File: src/rtl/serial_byte_transmitter.sv
// UART-style serializer: start bit, LSB-first data, optional even parity, stop bit(s).
// Words arrive on a valid/ready handshake. All outputs come straight from registers.
module serial_byte_transmitter #(
  parameter int CLKS_PER_BIT = 4,
  parameter int DATA_WIDTH   = 8,
  parameter int PARITY_EN    = 0,
  parameter int STOP_BITS    = 1
) (
  input  logic                  clk,
  input  logic                  rst_n,
  input  logic [DATA_WIDTH-1:0] tx_data,
  input  logic                  tx_valid,
  output logic                  tx_ready,
  output logic                  tx_serial,
  output logic                  tx_busy,
  output logic                  tx_done
);

  localparam int CNT_W = (CLKS_PER_BIT > 1) ? $clog2(CLKS_PER_BIT) : 1;
  localparam int IDX_W = $clog2(DATA_WIDTH);

  localparam logic [CNT_W-1:0] CNT_LOAD  = CNT_W'(CLKS_PER_BIT - 1);
  localparam logic [CNT_W-1:0] CNT_ZERO  = CNT_W'(0);
  localparam logic [CNT_W-1:0] CNT_ONE   = CNT_W'(1);
  localparam logic [IDX_W-1:0] IDX_ZERO  = IDX_W'(0);
  localparam logic [IDX_W-1:0] IDX_ONE   = IDX_W'(1);
  localparam logic [IDX_W-1:0] DATA_LAST = IDX_W'(DATA_WIDTH - 1);
  localparam logic [IDX_W-1:0] STOP_LAST = IDX_W'(STOP_BITS - 1);

  typedef enum logic [2:0] {
    ST_IDLE   = 3'd0,
    ST_START  = 3'd1,
    ST_DATA   = 3'd2,
    ST_PARITY = 3'd3,
    ST_STOP   = 3'd4
  } state_t;

  function automatic logic even_parity(input logic [DATA_WIDTH-1:0] word);
    return ^word;
  endfunction

  state_t                state_r, state_s;
  logic [CNT_W-1:0]      cnt_r, cnt_s;
  logic [IDX_W-1:0]      idx_r, idx_s;
  logic [DATA_WIDTH-1:0] shift_r, shift_s;
  logic                  parity_r, parity_s;
  logic                  serial_r, serial_s;
  logic                  ready_r, busy_r, done_r, done_s;

  // State register plus registered copies of every output.
  always_ff @(posedge clk) begin
    if (!rst_n) begin
      state_r  <= ST_IDLE;
      cnt_r    <= CNT_ZERO;
      idx_r    <= IDX_ZERO;
      shift_r  <= {DATA_WIDTH{1'b0}};
      parity_r <= 1'b0;
      serial_r <= 1'b1;
      ready_r  <= 1'b1;
      busy_r   <= 1'b0;
      done_r   <= 1'b0;
    end else begin
      state_r  <= state_s;
      cnt_r    <= cnt_s;
      idx_r    <= idx_s;
      shift_r  <= shift_s;
      parity_r <= parity_s;
      serial_r <= serial_s;
      ready_r  <= (state_s == ST_IDLE);
      busy_r   <= (state_s != ST_IDLE);
      done_r   <= done_s;
    end
  end

  // Next-state logic; serial_s is the line level for the upcoming cycle.
  always_comb begin
    state_s  = state_r;
    cnt_s    = cnt_r;
    idx_s    = idx_r;
    shift_s  = shift_r;
    parity_s = parity_r;
    serial_s = serial_r;
    case (state_r)
      ST_IDLE: begin
        serial_s = 1'b1;
        if (tx_valid && ready_r) begin
          shift_s  = tx_data;
          parity_s = even_parity(tx_data);
          state_s  = ST_START;
          cnt_s    = CNT_LOAD;
          idx_s    = IDX_ZERO;
          serial_s = 1'b0;
        end else begin
          state_s = ST_IDLE;
        end
      end
      ST_START: begin
        if (cnt_r == CNT_ZERO) begin
          state_s  = ST_DATA;
          cnt_s    = CNT_LOAD;
          idx_s    = IDX_ZERO;
          serial_s = shift_r[0];
        end else begin
          cnt_s = cnt_r - CNT_ONE;
        end
      end
      ST_DATA: begin
        if (cnt_r != CNT_ZERO) begin
          cnt_s = cnt_r - CNT_ONE;
        end else if (idx_r != DATA_LAST) begin
          // Shift so the bit on the line is always shift_r[0].
          shift_s  = {1'b0, shift_r[DATA_WIDTH-1:1]};
          serial_s = shift_r[1];
          idx_s    = idx_r + IDX_ONE;
          cnt_s    = CNT_LOAD;
        end else if (PARITY_EN != 0) begin
          state_s  = ST_PARITY;
          serial_s = parity_r;
          cnt_s    = CNT_LOAD;
        end else begin
          state_s  = ST_STOP;
          serial_s = 1'b1;
          idx_s    = IDX_ZERO;
          cnt_s    = CNT_LOAD;
        end
      end
      ST_PARITY: begin
        if (cnt_r == CNT_ZERO) begin
          state_s  = ST_STOP;
          serial_s = 1'b1;
          idx_s    = IDX_ZERO;
          cnt_s    = CNT_LOAD;
        end else begin
          cnt_s = cnt_r - CNT_ONE;
        end
      end
      ST_STOP: begin
        serial_s = 1'b1;
        if (cnt_r != CNT_ZERO) begin
          cnt_s = cnt_r - CNT_ONE;
        end else if (idx_r != STOP_LAST) begin
          idx_s = idx_r + IDX_ONE;
          cnt_s = CNT_LOAD;
        end else begin
          state_s = ST_IDLE;
          idx_s   = IDX_ZERO;
        end
      end
      default: begin
        state_s  = ST_IDLE;
        cnt_s    = CNT_ZERO;
        idx_s    = IDX_ZERO;
        serial_s = 1'b1;
      end
    endcase
    // The final stop cycle is the only one where the counter sits at zero on the last stop bit.
    done_s = (state_s == ST_STOP) && (cnt_s == CNT_ZERO) && (idx_s == STOP_LAST);
  end

  assign tx_serial = serial_r;
  assign tx_ready  = ready_r;
  assign tx_busy   = busy_r;
  assign tx_done   = done_r;

endmodule
File: config.mk
export PLATFORM = sky130hd
export DESIGN_NAME = serial_byte_transmitter
export DESIGN_NICKNAME = d
export VERILOG_FILES = /design/src/rtl/serial_byte_transmitter.sv
export SDC_FILE = /design/constraint.sdc
export NUM_CORES = 1
export LEC_CHECK = 0
export CAP_MARGIN = 10
export CORE_AREA = 2 2 49 51
export CTS_BUF_LIST = sky130_fd_sc_hd__clkbuf_16
export CTS_CLUSTER_DIAMETER = 100
export DETAILED_ROUTE_END_ITERATION = 8
export DIE_AREA = 0 0 51 53
export PLACE_DENSITY = 0.83
export SETUP_SLACK_MARGIN = 0.05
export SLEW_MARGIN = 30
export SYNTH_ARGS = -nofsm -noshare
export SYNTH_HDL_FRONTEND = slang
export SYNTH_SLANG_ARGS = --single-unit
File: constraint.sdc
create_clock -name clk -period 2.25 [get_ports clk]
set_input_delay 0.45 -clock clk [delete_from_list [all_inputs] [get_ports clk]]
set_output_delay 0.45 -clock clk [all_outputs]
set_load 0.1 [all_outputs]
* After elaboration in Yosys (flattened, before gate mapping) *
Cells that the tools add are included.

word-level totals
  input port bits = 11
  output and inout port bits = 4
  register bits after elaboration = 20

operators by class
  equality and inequality tests = 11
  mux-type cells = 31
  reduce and logical (&&, ||, !) cells = 15
  add/subtract/negate cells = 2

operators with widths
  kind                   number
  $mux W3                12
  $mux W8                3
  $pmux W8 S2            1
  $pmux W3 S5            1
  $pmux W3 S4            1
  $mux W2                5
  $ne A2 B2 Y1 const B   5
  $logic_not A3 Y1       3
  $pmux W2 S4            1
  $eq A3 B2 Y1 const B   2
  $eq A3 B3 Y1 const B   2
  $mux W1                6
  $reduce_bool A3 Y1     2
  $logic_not A2 Y1       2
  $pmux W1 S4            1
  $reduce_and A4 Y1      1
  $reduce_bool A2 Y1     2
  $add A3 B1 Y3 const B  1
  $eq A3 B1 Y1 const B   1
  $logic_and A1 B1 Y1    3
  $ne A3 B3 Y1 const B   1
  $reduce_and A3 Y1      1
  $reduce_or A2 Y1       1
  $sub A2 B1 Y2 const B  1

* Longest topological paths before layout *
Gate-level depths: netlist (run 1).

  depth in word-level cells = 7
  depth in mapped cells = 8

* Worst setup path before layout (run 1) *
Ideal clock, no wire load.

  path type = register to register
  from = register ready_r (netlist: tx_ready)
  to = register shift_r[3]
  data required time = 2134 ps
  cell stages (with the launch flop) = 6
  setup time = 116 ps
  data arrival time = 1727 ps
  slack = 407 ps
  period minus slack after synthesis = 1843 ps
  cell sequence = dfxtp_1 > and3_1 > o22a_4 > buf_6 > nand2_1 > o211a_1

between the ends
  cells in the longest elaborated chain, start to end = 3

RTL lines
  element                             RTL line  text
  start, declared                     48        logic ready_r, busy_r, done_r, done_s;
  start signal, assigned              69        ready_r <= (state_s == ST_IDLE);
  $logic_and A1 B1 Y1                 86        if (tx_valid && ready_r) begin
  $ne A2 B2 Y1 (no source line)       --
  $reduce_and A4 Y1 (no source line)  --
  end signal, assigned                56        shift_r <= {DATA_WIDTH{1'b0}};
  end signal, assigned                66        shift_r <= shift_s;
  end, declared                       45        logic [DATA_WIDTH-1:0] shift_r, shift_s;

Every way passes these cells.
A chain may end at the register's enable or synchronous reset.

* Worst setup path after layout (run 1) *
  from = register state_r[0]
  to = register shift_r[6]

between the ends
  cells in the longest elaborated chain, start to end = 3
  elaborated cells on any way between the ends = 8
  classes of those cells = 4 x eq/ne; 1 x mux; 3 x reduce/logical

RTL lines
  element                                                              RTL line  text
  start, declared                                                      42        state_t state_r, state_s;
  start signal, assigned                                               63        state_r <= state_s;
  $eq A3 B2 Y1 or $logic_not A3 Y1 (tied branches)                     83        case (state_r)
  $ne A2 B2 Y1 (no source line) or $reduce_bool A2 Y1 (tied branches)  --
  $reduce_and A4 Y1 (no source line)                                   --

Several ways; a longest one is shown, not always the timed one.

==> summary.md, run 1 <==
| Metric | Value |
|---|---|
| Largest net degree at the start of global routing | 16 |
| Number of global-route vias before repair | around 950 |
| Slew Limit Fails | 0 |
| Design Power | 0.001152 W |
| Ys Warns | 0 |
| Mapped cell area | 1121 um2 |
| Arrival time at the worst endpoint | 1980 ps |
| Hold Slack | 499.6 ps |
| Unrepaired setup endpoints after global routing | false |
| Post-layout nets | 157 |
| Dpl hpwl | approximately 1.7 mm |
| Antenna-violating nets left | 0 |
| Most frequent cells in the layout | 20 x dfxtp_1, 13 x nand2_1, 10 x clkdlybuf4s50_1 |
| Initial drt markers | 31 |
| Part of the cycle the worst path needs | 0.8141 |
| CP max stage delay | 470 ps |
| Setup ws final | 418.2 ps |
| EDFF count, synth | 0 |
| Hold crit path type | reg2reg |
| #FFs+latches synth | 20 |
| Seq/Total Area, Yosys | 0.3571 |
| Share of cells above drive strength 1 | 0.08571 |
| Syn avg cell area | 8.691 um2 |
| Total global routing overflow | 0 |
| DRT Pass-1 Iters | 4 |
| Setup crit end kind | register |
| CTS tree | yes |
| Hold Violations, Final | 0 |
| Post-CTS sizing | 0 |
| Async SR Flop Fraction | 0 |
| Crit Path Category | reg2reg |
| Inserted Clock Buffers | 3 |
| Area Overhead vs Synth | 17.63% |
| Routed Wire Length | 2.302 mm |
| H-tree depth | 1 |
| Synthesized instance count | 129 |
| Worst-path maximum fanout | 15 |
| Critical Path Start Type | register |
| R2r startpoint | state_r[0] |
| DRC errors left | 0 |
| RD Place Congestion | 0.9218 |
| Hold buffers post-CTS | 0 |
| Setup TNS | 0 ps |
| Vias | about 990 |
| Worst skew pair latency | 250 ps |
| Top_reg_cell synth | dfxtp_1 |
| HP Start | shift_r[4] |
| Most common cell after layout, fill and taps aside | dfxtp_1 |
| Synthesized Nets | ~150 |
| Non-filler instance count after layout | 168 |
| Worst Setup SP | state_r[0] |
| Full die area | approximately 2700 um2 |
| Worst-path clk slew | 60 ps |
| GRT Overall Usage | 0.1947 |
| Final min period | 1832 ps |
| Count of input and output buffers | 14 |
| Post-CTS setup buffer count | 0 |
| Placed cells | 164 |
| Relative slew slack | 0.6482 |
| Root Driver | clkbuf_16 |
| Setup slack, reg-to-reg | 420 ps |
| # setup viols final | 0 |
| Antenna violations before repair | 0 |
| ANT cells | 0 |
| CTS max path bufs | 2 |
| Row cnt | 17 |
| Fmax | 0.5459 GHz |
| Synth cell types | 38 |
| CTS Sinks | 20 |
| Core Region | 2148 um2 |
| Worst-path cell chain | nor3_1 > and3_1 > o22a_4 > o211ai_1 > o211a_1 |
| IO Count | 15 |
| First-pass GRT wire length | approximately 4 mm |
| Die Y-Extent | between 50 and 60 um |
| Die width | 51 um |
| Initial core utilization | 0.5218 |
| Outcome | finished, final reports clean |
| CP max stage cell | nor3_1 |
| Clk_skew | 2.960 ps |
| Vias per cell | 5.875 |
| # fillers | 181 |
| Least-Margin Pin Slew | 527.8 ps |
| WP data required | 2400 ps |
| Placement Setup Slack | 361.9 ps |
| Peak VDD IR | 0.8205 mV |
| Power density over cell area | 873.4 nW/um2 |
| WL/cell | 13.70 um |
| P_leak | 0.6109 nW |
| Max Cap Viol | 0 |
registers in the layout, summed over array words and instances, names as in the netlist:
signal and flops:
tx_ready 1, tx_busy 1, shift_r 8, tx_done 1
cnt_r 2, state_r 3, idx_r 3, tx_serial 1
per-layer routing:
layer,share of wire,track usage
met1,0.43,0.2125
met2,0.49,0.3485
met3,0.066,0.05650
met4,0.018,0.08559
met5,0,0
synth_stat cells, types with 4 or more instances:
library cell / n / area share
o211a_1: 7 / 0.063
o21ai_0: 8 / 0.036
ha_1: 5 / 0.056
dfxtp_1: 20 / 0.36
nor2_1: 5 / 0.017
a21oi_1: 9 / 0.040
clkbuf_1: 4 / 0.013
nand2_1: 13 / 0.044
mux2i_1: 7 / 0.063
nor2b_1: 4 / 0.022
inv_1: 7 / 0.023
path summary, 6_finish.rpt:
kind | endpoint | depth (start not counted)
max | shift_r[6] | 5
min | shift_r[4] | 1
max reg2reg | shift_r[6] | 5
min reg2reg | shift_r[4] | 1
where the power goes:
part	internal (W)	leakage, nW	switching (W)
clock network	0.000237	0.0385	0.000134
logic	0.000132	0.408	0.000203
registers	0.000404	0.165	0.0000412
layout make-up:
type / instances / area [um2] / share of cell area
clock buffer: 3 / 75.07 / 0.05693
multi-input combinational: 94 / 640.6 / 0.4858
tap: 28 / 35.03 / 0.02657
sequential: 20 / 400.4 / 0.3036
timing repair buffer: 15 / 137.6 / 0.1044
clock inverter: 1 / 3.754 / 0.002846
inverter: 7 / 26.28 / 0.01992
metrics by stage:
stage | cell area (um2) | util
after floorplan | 1121 | -
after detailed placement | 1240 | 0.5772
final | 1319 | 0.6139
after CTS | 1319 | 0.6139
after global placement | 1240 | 0.5772
after global routing | 1319 | 0.6139
worst max-delay path: cells and delay by family, from the launching register on:
kind / cells / cell delay (ps)
simple gates: 2 / 810
compound gates: 3 / 490
flops: 1 / 430
cell families after synthesis:
group | after synthesis | synth area share
flops | 20 | 0.3571
simple gates | 44 | 0.2087
mux | 7 | 0.06250
fa+ha+maj | 5 | 0.05580
compound gates | 38 | 0.2444
buf+inv | 15 | 0.07142
Power figures use the tool's default switching activity.
==> inputs of run 2 (changes only) <==
- CORE_AREA: 2 2 49 51 -> 2 2 52 54
- DIE_AREA: 0 0 51 53 -> 0 0 54 56
- PLACE_DENSITY: 0.83 -> 0.78
- clock period: 2.25 -> 1.5 ns (I/O delays scaled with it)
==> run 2 against run 1 <==
Global-route usage up 2.4 points. Critical path type unchanged. Utilization up 11 points. Routed wire length up 34%. Largest cell class unchanged.
==> summary.md, run 2 (synthesis gave the netlist of run 1 again) <==
| Metric | Value |
|---|---|
| Hold buffers post-CTS | 0 (unchanged) |
| Worst-path clk slew | 60 ps (about the same) |
| Full die area | 3024 um2 (+12%) |
| Sw power | 0.0006918 W (+83%) |
| Antenna-violating nets left | 0 (unchanged) |
| CP max stage delay | 360 ps (-110 ps) |
| Sw Ratio | 0.3113 (-0.01701) |
| Crit-path leading delay family | compound AO/OA/AOI/OAI gates |
| Placed cells | 185 (+13%) |
| WL/cell | 16.02 um (+17%) |
| Inserted Clock Buffers | 3 (unchanged) |
| Crit path buf inv count | 0 (unchanged) |
| Top reg by flops | shift_r |
| Fmax | 0.6699 GHz (+23%) |
| Hold crit path type | in2reg |
| Outcome | finished, final reports clean |
| Area Overhead vs Synth | 56.36% |
| Worst-path cell chain | ha_4 > ha_4 > or3_1 > a222oi_1 > o21ai_1 |
| # fillers | 183 (+1.1%) |
| Most frequent cells in the layout | 20 x buf_4, 12 x dfxtp_1, 9 x nand2_1, 9 x a21oi_1, 9 x clkdlybuf4s50_1 |
| Number of global-route vias before repair | 1128 (+19%) |
| CTS tree | yes |
| Final min period | 1493 ps (-339.0 ps) |
| Critical Path Start Type | register |
| Hold Violations, Final | 0 (unchanged) |
| Worst skew pair latency | 260 ps (about the same) |
| Int Pwr | 0.001531 W (+98%) |
| Top Registers | shift_r x8, idx_r x3, state_r x3 |
| DRC errors left | 0 (unchanged) |
| ANT cells | 0 (unchanged) |
| Core Region | 2432 um2 (+13%) |
| CTS Sinks | 20 (unchanged) |
| IO Count | 15 (unchanged) |
| Share of cells above drive strength 1 | 0.4356 (+0.3499) |
| Power density over cell area | 1268 nW/um2 (+45%) |
| Part of the cycle the worst path needs | 0.9952 (+0.1811) |
| # setup viols final | 0 (unchanged) |
| Largest net degree at the start of global routing | 13 (-3) |
| Slew Limit Fails | 0 (unchanged) |
| Clk_skew | 5.530 ps (+2.570 ps) |
| Peak VDD IR | 0.9364 mV (+14%) |
| Post-layout nets | 180 (+15%) |
| Vias per cell | 5.762 (-1.9%) |
| P_leak | 0.7834 nW (+28%) |
| Vias | 1112 (+13%) |
| Row cnt | 18 (+1) |
| Count of input and output buffers | 14 (unchanged) |
| Most common cell after layout, fill and taps aside | buf_4 |
| WP data required | 1640 ps (-760 ps) |
| Part of the power in combinational logic | 0.360 (+0.069) |
| Most used cell, CP | ha_4 |
| Post-layout util | 0.7207 (+0.1068) |
| RD Place Congestion | 0.8926 (-3.2%) |
| Clk pwr share | 0.337 (+0.015) |
| Unrepaired setup endpoints after global routing | true |
| Max Cap Viol | 0 (unchanged) |
| Setup crit end kind | register |
| Die Y-Extent | 56 um (+5.7%) |
| Antenna violations before repair | 0 (unchanged) |
| Arrival time at the worst endpoint | 1640 ps (-340 ps) |
| Worst Setup SP | idx_r[1] |
| First-pass GRT wire length | 4.912 mm (+25%) |
| DRT Pass-1 Iters | 4 (unchanged) |
| H-tree depth | 1 (unchanged) |
| Crit Path Category | reg2reg |
| Relative slew slack | 0.7835 (+0.1354) |
| Least-Margin Pin Slew | 324.7 ps (-203.1 ps) |
| Worst-path maximum fanout | 5 (-10) |
| HP Start | tx_valid |
| R2r startpoint | idx_r[1] |
| Total global routing overflow | 0 (unchanged) |
| Root Driver | clkbuf_16 |
| Routed Wire Length | 3.091 mm (+34%) |
| Initial core utilization | 0.4609 (-0.06094) |
| Flop pwr share | 0.303 (-0.084) |
| GRT Overall Usage | 0.2182 (+0.02357) |
| Initial drt markers | 29 (-6.5%) |
| Max FFs per register | 8 (unchanged) |
| CTS max path bufs | 2 (unchanged) |
| Die width | 54 um (+5.9%) |
| Dpl hpwl | 1.936 mm (+15%) |
| Non-filler instance count after layout | 193 (+15%) |
| CP max stage cell | dfxtp_4 |
## run 2: cell count changes in the layout (fill, tap and decap cells not counted), sizes merged
cell           before  now
dlymetal6s2s        0    1
buf                 5   27
bufinv              0    1
o22a                1    2
clkdlybuf4s50      10    9
clkinv              1    0
## run 2: routing by layer
metal / vias up / GRT usage / routed length, um
li1: 537 / - / -
met1: 529 / 0.2700 / 1352
met2: 39 / 0.3641 / 1537
met3: 7 / 0.03495 / 137
met4: 0 / 0.08929 / 63
met5: - / 0 / 0
## run 2: final timing paths
path	slack, ps	endpoint	cells past startpoint
max reg2reg	7	tx_serial	5
min reg2reg	500	shift_r[4]	1
max	7	tx_serial	5
min	440	state_r[0]	3
## run 2: tightest hold or removal path: stages
cell and delay, ps:
dlymetal6s2s_1 160, nand3_1 120, a21oi_1 80
## run 2: power groups by stage
stage                     sequential (W)  combinational [W]  clock [W]
after floorplan                 0.000750           0.000351          0
after global placement          0.000670           0.000663          0
after detailed placement        0.000676           0.000673          0
after CTS                       0.000669           0.000724   0.000750
after global routing            0.000682           0.000858   0.000781
final                           0.000672           0.000801   0.000749
## run 2: final cells by class
cell class	instances	area, um2	share of cell area
Clock buffer	3	75.07	0.04283
Clock inverter	1	30.03	0.01713
Inverter	7	28.78	0.01642
Multi-Input combinational cell	95	785.8	0.4483
Sequential cell	20	420.4	0.2398
Tap cell	30	37.54	0.02141
Timing Repair Buffer	37	375.4	0.2141
## run 2: timing repair
action                     4_1_cts  5_1_grt
setup buffers                    1        2
gates resized for setup         16       31
setup endpoints to repair       15       16
pin swaps                        5       16
gates cloned                     1        0
## run 2: per-stage QoR
stage / instance area [um2] / setup WS [ps] / hold slack, ps / setup TNS (ps) / power (W)
after detailed placement: 1463 / -231.5 / 489.4 / -1812 / 0.001349
after global routing: 1753 / -65.41 / 474.9 / -350.8 / 0.002321
after global placement: 1463 / -182.9 / 481.4 / -1380 / 0.001333
after CTS: 1634 / 2.026 / 503.6 / 0 / 0.002143
after floorplan: 1137 / -114.6 / 421.7 / -802.2 / 0.001102
final: 1753 / 7.187 / 440.3 / 0 / 0.002222
